--- src/rtl/sisc_ctrl_fsm_v2.sv ---
// sisc_ctrl_fsm_v2: SISC control FSM. Sequences fetch/decode/execute/mem/writeback and drives
// the datapath control strobes. Memory accesses (FETCH, and MEM for LOD/STR) use a req/ack
// handshake: mem_req_o is held for at most MEM_WAIT_MAX cycles, an ack in any of those cycles
// is accepted, and if none arrives the FSM sets the sticky mem_err_o and parks in HALT.
// HALT is left on a resume_i pulse (through WRITEBACK, so the PC steps past HLT) unless
// mem_err_o is set; only rst_i clears mem_err_o.
//
// Ports:
//   clk_i, rst_i          clock, synchronous active-high reset
//   opcode_i, mm_i        instruction register opcode and mode/branch-mask field
//   stat_i                status flags for branch resolution
//   mem_ack_i             memory access complete this cycle
//   resume_i              leave HALT (single-cycle pulse)
//   pc_rst_o .. wr_sel_o  datapath strobes, combinational from state and IR fields
//   pc_sel_o, br_sel_o    branch resolution, registered in DECODE, held until next DECODE
//   mem_req_o             memory access request
//   halted_o, mem_err_o   FSM in HALT / sticky handshake timeout
//   instr_count_o         retired instructions, wraps modulo 2^CNTW
module sisc_ctrl_fsm_v2 #(
    parameter int unsigned STATW        = 4,
    parameter int unsigned CNTW         = 16,
    parameter int unsigned MEM_WAIT_MAX = 15,
    parameter int unsigned IMM_MODE     = 8
) (
    input  logic             clk_i,
    input  logic             rst_i,
    input  logic [3:0]       opcode_i,
    input  logic [STATW-1:0] mm_i,
    input  logic [STATW-1:0] stat_i,
    input  logic             mem_ack_i,
    input  logic             resume_i,
    output logic             pc_rst_o,
    output logic             pc_write_o,
    output logic             pc_sel_o,
    output logic             br_sel_o,
    output logic             rd_sel_o,
    output logic             ir_load_o,
    output logic             rf_we_o,
    output logic [1:0]       alu_op_o,
    output logic [1:0]       wb_sel_o,
    output logic [1:0]       load_sel_o,
    output logic             dm_we_o,
    output logic             wr_sel_o,
    output logic             mem_req_o,
    output logic             halted_o,
    output logic             mem_err_o,
    output logic [CNTW-1:0]  instr_count_o
);

    localparam int unsigned WaitW = (MEM_WAIT_MAX > 1) ? $clog2(MEM_WAIT_MAX) : 1;

    localparam logic [3:0] OpNoop = 4'd0;
    localparam logic [3:0] OpLod  = 4'd1;
    localparam logic [3:0] OpStr  = 4'd2;
    localparam logic [3:0] OpSwp  = 4'd3;
    localparam logic [3:0] OpBra  = 4'd4;
    localparam logic [3:0] OpBrr  = 4'd5;
    localparam logic [3:0] OpBne  = 4'd6;
    localparam logic [3:0] OpBnr  = 4'd7;
    localparam logic [3:0] OpAlu  = 4'd8;
    localparam logic [3:0] OpHlt  = 4'd15;

    typedef enum logic [2:0] {
        StStart0, StStart1, StFetch, StDecode, StExecute, StMem, StWriteback, StHalt
    } state_e;

    state_e            state_q, state_d;
    logic              pc_sel_q, pc_sel_d;
    logic              br_sel_q, br_sel_d;
    logic              mem_err_q, mem_err_d;
    logic [CNTW-1:0]   cnt_q, cnt_d;
    logic [WaitW-1:0]  wait_q, wait_d;

    logic is_mem_op;
    logic is_imm;
    logic last_wait;
    logic cond;

    assign is_mem_op = (opcode_i == OpLod) || (opcode_i == OpStr);
    assign is_imm    = (mm_i == STATW'(IMM_MODE));
    // Index of the final cycle an access may spend waiting for ack.
    assign last_wait = (wait_q == WaitW'(MEM_WAIT_MAX - 1));
    // Empty mask means unconditional.
    assign cond      = (|(mm_i & stat_i)) || (mm_i == '0);

    always_comb begin
        state_d   = state_q;
        pc_sel_d  = pc_sel_q;
        br_sel_d  = br_sel_q;
        mem_err_d = mem_err_q;
        cnt_d     = cnt_q;
        wait_d    = '0;
        unique case (state_q)
            StStart0: state_d = StStart1;
            StStart1: state_d = StFetch;
            StFetch: begin
                if (mem_ack_i) begin
                    state_d = StDecode;
                end else if (last_wait) begin
                    mem_err_d = 1'b1;
                    state_d   = StHalt;
                end else begin
                    wait_d = wait_q + 1'b1;
                end
            end
            StDecode: begin
                unique case (opcode_i)
                    OpBra: begin pc_sel_d = cond;  br_sel_d = 1'b1; end
                    OpBne: begin pc_sel_d = !cond; br_sel_d = 1'b1; end
                    OpBrr: begin pc_sel_d = cond;  br_sel_d = 1'b0; end
                    OpBnr: begin pc_sel_d = !cond; br_sel_d = 1'b0; end
                    default: begin pc_sel_d = 1'b0; br_sel_d = 1'b0; end
                endcase
                state_d = (opcode_i == OpHlt) ? StHalt : StExecute;
            end
            StExecute: state_d = StMem;
            StMem: begin
                if (!is_mem_op || mem_ack_i) begin
                    state_d = StWriteback;
                end else if (last_wait) begin
                    mem_err_d = 1'b1;
                    state_d   = StHalt;
                end else begin
                    wait_d = wait_q + 1'b1;
                end
            end
            StWriteback: begin
                cnt_d   = cnt_q + 1'b1;
                state_d = StFetch;
            end
            StHalt: begin
                if (resume_i && !mem_err_q) begin
                    state_d = StWriteback;
                end
            end
            default: state_d = StStart0;
        endcase
    end

    always_ff @(posedge clk_i) begin
        if (rst_i) begin
            state_q   <= StStart0;
            pc_sel_q  <= 1'b0;
            br_sel_q  <= 1'b0;
            mem_err_q <= 1'b0;
            cnt_q     <= '0;
            wait_q    <= '0;
        end else begin
            state_q   <= state_d;
            pc_sel_q  <= pc_sel_d;
            br_sel_q  <= br_sel_d;
            mem_err_q <= mem_err_d;
            cnt_q     <= cnt_d;
            wait_q    <= wait_d;
        end
    end

    always_comb begin
        pc_rst_o   = 1'b0;
        pc_write_o = 1'b0;
        rd_sel_o   = 1'b0;
        ir_load_o  = 1'b0;
        rf_we_o    = 1'b0;
        alu_op_o   = 2'b00;
        wb_sel_o   = 2'b00;
        load_sel_o = 2'b00;
        dm_we_o    = 1'b0;
        wr_sel_o   = 1'b0;
        mem_req_o  = 1'b0;
        halted_o   = 1'b0;
        unique case (state_q)
            StStart0, StStart1: pc_rst_o = 1'b1;
            StFetch: begin
                mem_req_o = 1'b1;
                ir_load_o = mem_ack_i;
            end
            StDecode: rd_sel_o = (opcode_i == OpStr);
            StExecute: alu_op_o = (is_imm || is_mem_op) ? 2'b01 : 2'b00;
            StMem: begin
                if (is_imm || (mm_i == STATW'(IMM_MODE + 1))) begin
                    load_sel_o = 2'b00;
                end else if (mm_i == '0) begin
                    load_sel_o = 2'b01;
                end else begin
                    load_sel_o = 2'b10;
                end
                if (is_mem_op) begin
                    mem_req_o = 1'b1;
                    dm_we_o   = (opcode_i == OpStr);
                end else if (opcode_i == OpSwp) begin
                    rf_we_o  = 1'b1;
                    wr_sel_o = 1'b1;
                    wb_sel_o = 2'b11;
                end
            end
            StWriteback: begin
                pc_write_o = 1'b1;
                alu_op_o   = 2'b10;
                unique case (opcode_i)
                    OpAlu: begin rf_we_o = 1'b1; wb_sel_o = 2'b00; end
                    OpLod: begin rf_we_o = 1'b1; wb_sel_o = 2'b01; end
                    OpSwp: begin rf_we_o = 1'b1; wb_sel_o = 2'b10; end
                    default: rf_we_o = 1'b0;
                endcase
            end
            StHalt: halted_o = 1'b1;
            default: pc_rst_o = 1'b0;
        endcase
    end

    assign pc_sel_o      = pc_sel_q;
    assign br_sel_o      = br_sel_q;
    assign mem_err_o     = mem_err_q;
    assign instr_count_o = cnt_q;

endmodule
--- config.mk ---
export PLATFORM = sky130hd
export DESIGN_NAME = sisc_ctrl_fsm_v2
export DESIGN_NICKNAME = d
export VERILOG_FILES = /design/src/rtl/sisc_ctrl_fsm_v2.sv
export SDC_FILE = /design/constraint.sdc
export NUM_CORES = 1
export LEC_CHECK = 0
export CORE_ASPECT_RATIO = 0.6
export CORE_UTILIZATION = 35
export CTS_CLUSTER_SIZE = 28
export DETAILED_ROUTE_END_ITERATION = 7
export DONT_BUFFER_PORTS = 1
export GPL_TIMING_DRIVEN = 0
export PLACE_DENSITY_LB_ADDON = 0.12
export SLEW_MARGIN = 25
export SYNTH_ARGS = -nofsm -noshare
export SYNTH_HDL_FRONTEND = slang
export SYNTH_SLANG_ARGS = --single-unit
--- constraint.sdc ---
create_clock -name clk_i -period 4.5 [get_ports clk_i]
set_input_delay 0.9 -clock clk_i [delete_from_list [all_inputs] [get_ports clk_i]]
set_output_delay 0.9 -clock clk_i [all_outputs]
set_load 0.02 [all_outputs]
== Word level (Yosys, flattened, before mapping) ==
Index checks and enable logic that the tools add are counted.

* Input port bits: 16
* Logic and storage cells: 90
* Flip-flop bits (word level): 26
* Output and inout port bits: 34

* Reductions and logical operators: 20
* Eq/ne operators: 22
* Multiplexer cells: 39
* Add/subtract/negate cells: 2
* Bitwise operators: 1

{| class="wikitable"
|+ Operators by type and width
! cell !! count
|-
| $pmux 3 s7 || 1
|-
| $eq 4x4->1 const B || 5
|-
| $mux 1 || 17
|-
| $add 16x1->16 const B || 1
|-
| $eq 4x3->1 const B || 4
|-
| $eq 3x3->1 const B || 4
|-
| $mux 2 || 6
|-
| $mux 3 || 4
|-
| $mux 4 || 3
|-
| $pmux 2 s2 || 3
|-
| $reduce_or 2->1 || 5
|-
| $eq 4x2->1 const B || 2
|-
| $pmux 1 s2 || 4
|-
| $pmux 4 s2 || 1
|-
| $eq 3x2->1 const B || 2
|-
| $ne 2x2->1 const B || 3
|-
| $logic_or 1x1->1 || 5
|-
| $add 4x1->4 const B || 1
|-
| $and 4x4->4 || 1
|-
| $eq 4x1->1 const B || 1
|-
| $logic_not 4->1 || 1
|-
| $reduce_or 4->1 || 1
|-
| $eq 3x1->1 const B || 1
|-
| $logic_not 1->1 || 3
|-
| 5 further kinds || 5
|}

== Logic depth before layout (Yosys ltp) ==
* Depth after elaboration: 6
* Gate-level depth with buffers: 6
* Depth with buffers taken out: 6

== Least setup slack after synthesis ==
OpenSTA, ideal clock, no wires.

* Kind: input to output
* Start: input opcode_i[1]
* End: output alu_op_o[0]
* Stages on the path: 4
* Buffers on the path: 1
* Setup slack: 1.581 ns
* Arrival time: 2.019 ns
* Data required time: 3.600 ns
* Cell sequence: buf_2 -> xor2_1 -> a22oi_1 -> nor4_1

* Cells in the longest elaborated chain, start to end: 5

{| class="wikitable"
|+ RTL lines
! what !! RTL line !! RTL
|-
| start: declaration || 27 || <nowiki>input logic [3:0] opcode_i,</nowiki>
|-
| $eq 4x1->1 or $eq 4x2->1 (tied branches) || 79 || <nowiki>assign is_mem_op = (opcode_i == OpLod) || (opcode_i == OpStr);</nowiki>
|-
| $logic_or 1x1->1 (*) || 79 ||
|-
| $logic_or 1x1->1 (*) || 178 || <nowiki>StExecute: alu_op_o = (is_imm || is_mem_op) ? 2'b01 : 2'b00;</nowiki>
|-
| $mux 1 (*) || 178 ||
|-
| $pmux 2 s2 (*) || 171 || <nowiki>unique case (state_q)</nowiki>
|-
| end: declaration || 39 || <nowiki>output logic [1:0] alu_op_o,</nowiki>
|}

Mark *: on every way between the ends. The rest lies on a longest branch, timed or not.

== Worst setup path in the final report ==
Same ends and word-level chain as after synthesis.

==> metrics <==
Fill cells=390; Initial DRC Count=87; CTS resizes=0; Mapped Nets=196; gp weighted congestion=0.7251; status=finished with violations; first-pass GRT wire length=5789 um; CP max-delay cell=nor4_1; Avg WL per Cell=15.33 um; maximum number of pins on one net before global-route repair=14; clk slew on worst S/H paths=80 ps; setup tns final=0 ps; Final Non-Filler Cells=227; area of the multi-input gates=857.1 um^2; CP Launch Type=primary input; Post-synth EDFFs=0; GRT Total Usage=17.04%; worst skew pair latency=270 ps; Placed Area=0.001499 mm^2; Mapped Cells=177; Unique masters post-synth=44; Row Count=17; Ports=50; crit end category=output pin; FF+latch count, synth=26; Worst EP required=3600 ps; Area Overhead vs Synth=6.951%; PortBufs=0; mean cell area of the mapped netlist=8.136 um^2; Die Height=51.69 um; cts bufs inserted=3; Nets=201; HPWL after DPL=2718 um; area taken by flip-flops and latches=520.5 um^2; DRC violations left=5; via count=1,271; Initial Util=37.82%; Clock Tree Buf Depth=2; Final Critical Period=3087 ps; n_diodes=0; total of max-cap violations=0; Worst Path Arrival=2190 ps; placed cells=224; slew margin rel.=34.24%; Tightest Hold Check Type=register to register; H-tree level count=1; DRT Pass-1 Iters=6; Place WS=1415 ps; RSZ-0062 raised after global routing=false; Final Max Slew Viols=0; Max stage delay on crit path=680 ps; Power Dens Cells=280.6 mW/mm^2; Main synth FF type=dfxtp_1; cell leakage power=0.5263 nW; hold buffer count at cts=0; Syn. warnings=0; share of cells above drive strength 1=9.444%; setup violators final=0; number of global-route vias before repair=1,219; setup bufs post-CTS=0; violated checks=design-rule violations; cell area after synthesis=0.001440 mm^2; CORE AREA=0.003807 mm^2; asr flop ratio synth=0%; WS Path Type=primary input to output pin; peak fanout along the critical path=9; Die W=84.81 um; Max Clk Rate=0.3239 GHz; actual slew at the worst max-slew pin=972.7 ps; GRT overflow=0; design area=0.001540 mm^2; vias per inst=5.599; Fin Clk Skew=10.01 ps; most common cell after layout, fill and taps aside=nor2_1; Max VDD drop=100.3 uV; Final ANT Viol Nets=0; # clock sinks=26; commonest cells after routing, fill and taps aside=30 x nor2_1, 26 x dfxtp_1, 14 x a21oi_1; PnR worst setup slack=1413 ps; sequential area share after synthesis=36.14%; Cell Chain, Critical Path=buf_2 -> xor2_1 -> a22oi_1 -> nor4_1; root buffer cell=clkbuf_8; Tcrit/Tclk final=68.60%; TritonCTS clock tree=yes; total wire length=3479 um; DIE AREA=0.004383 mm^2; initial antenna violation count=0; Final Hold Viols=0
[report_power, final]
part           total (mW)  internal, mW  switching, mW
Sequential          0.239         0.235        0.00366
Clock               0.129        0.0599         0.0686
Combinational      0.0650        0.0225         0.0425
Total               0.432         0.317          0.115
[sequential cells by signal (all words and copies together) (netlist names)]
| name | flops |
|---|---|
| instr_count_o | 16 |
| wait_q | 4 |
| state_q | 3 |
| br_sel_o | 1 |
| mem_err_o | 1 |
| pc_sel_o | 1 |
[metrics by stage]
stage               util [%]  hold slack [ps]  power [mW]
finish                 40.45            462.5      0.4322
global placement       39.37            443.0      0.3090
detailed placement     39.37            450.2      0.3096
floorplan                  -            429.7      0.2973
CTS                    40.45            469.2      0.4361
global route           40.45            487.7      0.4580
[cell usage after synthesis, types with 2 or more instances]
cell	count	area share, %
nor2_1	30	7.8
dfxtp_1	26	36
a21oi_1	14	4.9
nand3_1	11	3.8
xnor2_1	9	5.5
nand2_1	8	2.1
nor3_1	7	2.4
inv_1	6	1.6
buf_2	5	1.7
nand3b_1	5	2.6
nand2b_1	4	1.7
nor4_1	4	1.7
o21ai_0	4	1.4
xor2_1	4	2.4
a22oi_1	3	1.6
ha_1	3	2.6
nand4_1	3	1.3
nor2b_1	3	1.3
clkbuf_1	2	0.52
or4_1	2	1.0
[logic make-up after synthesis]
logic type,count (synthesis),share of synthesized area [%]
and+or+nand+nor,89,34.58
xor gates and xnor gates,13,7.906
buffers and inverters,14,4.344
DFF,26,36.14
muxes,1,0.7819
AOI/OAI and AO/OA,31,13.64
adders and majority gates,3,2.607
[layout make-up]
cell class                 instances  share of cell area, %
buffer                             8                  2.600
clock buffer                       3                  2.681
inverter                           6                  1.462
multi-input combinational        137                  55.65
sequential                        26                  33.79
tap                               47                  3.818
[final timing paths]
| check | startpoint | end | slack, ps | cells after the start |
|---|---|---|---|---|
| max | opcode_i[1] | alu_op_o[0] | 1410 | 4 |
| min | wait_q[0]$_SDFF_PP0_ | wait_q[0]$_SDFF_PP0_ | 460 | 1 |
| max reg2reg | instr_count_o[2]$_SDFFE_PP0P_ | instr_count_o[13]$_SDFFE_PP0P_ | 2590 | 4 |
| min reg2reg | wait_q[0]$_SDFF_PP0_ | wait_q[0]$_SDFF_PP0_ | 460 | 1 |
[worst max-delay path: cells and delay by family]
kind / cells / cell delay (ps)
buffers and inverters: 1 / 160
and+or+nand+nor: 1 / 680
AOI/OAI and AO/OA: 1 / 140
xor gates and xnor gates: 1 / 300
[metal layers]
layer | global-route usage [%] | share of wire [%]
met5 | 0 | 0
met4 | 2.542 | 0.20
met3 | 6.667 | 7.4
met2 | 25.88 | 41
met1 | 23.34 | 52
(Power assumes the default switching activity.)
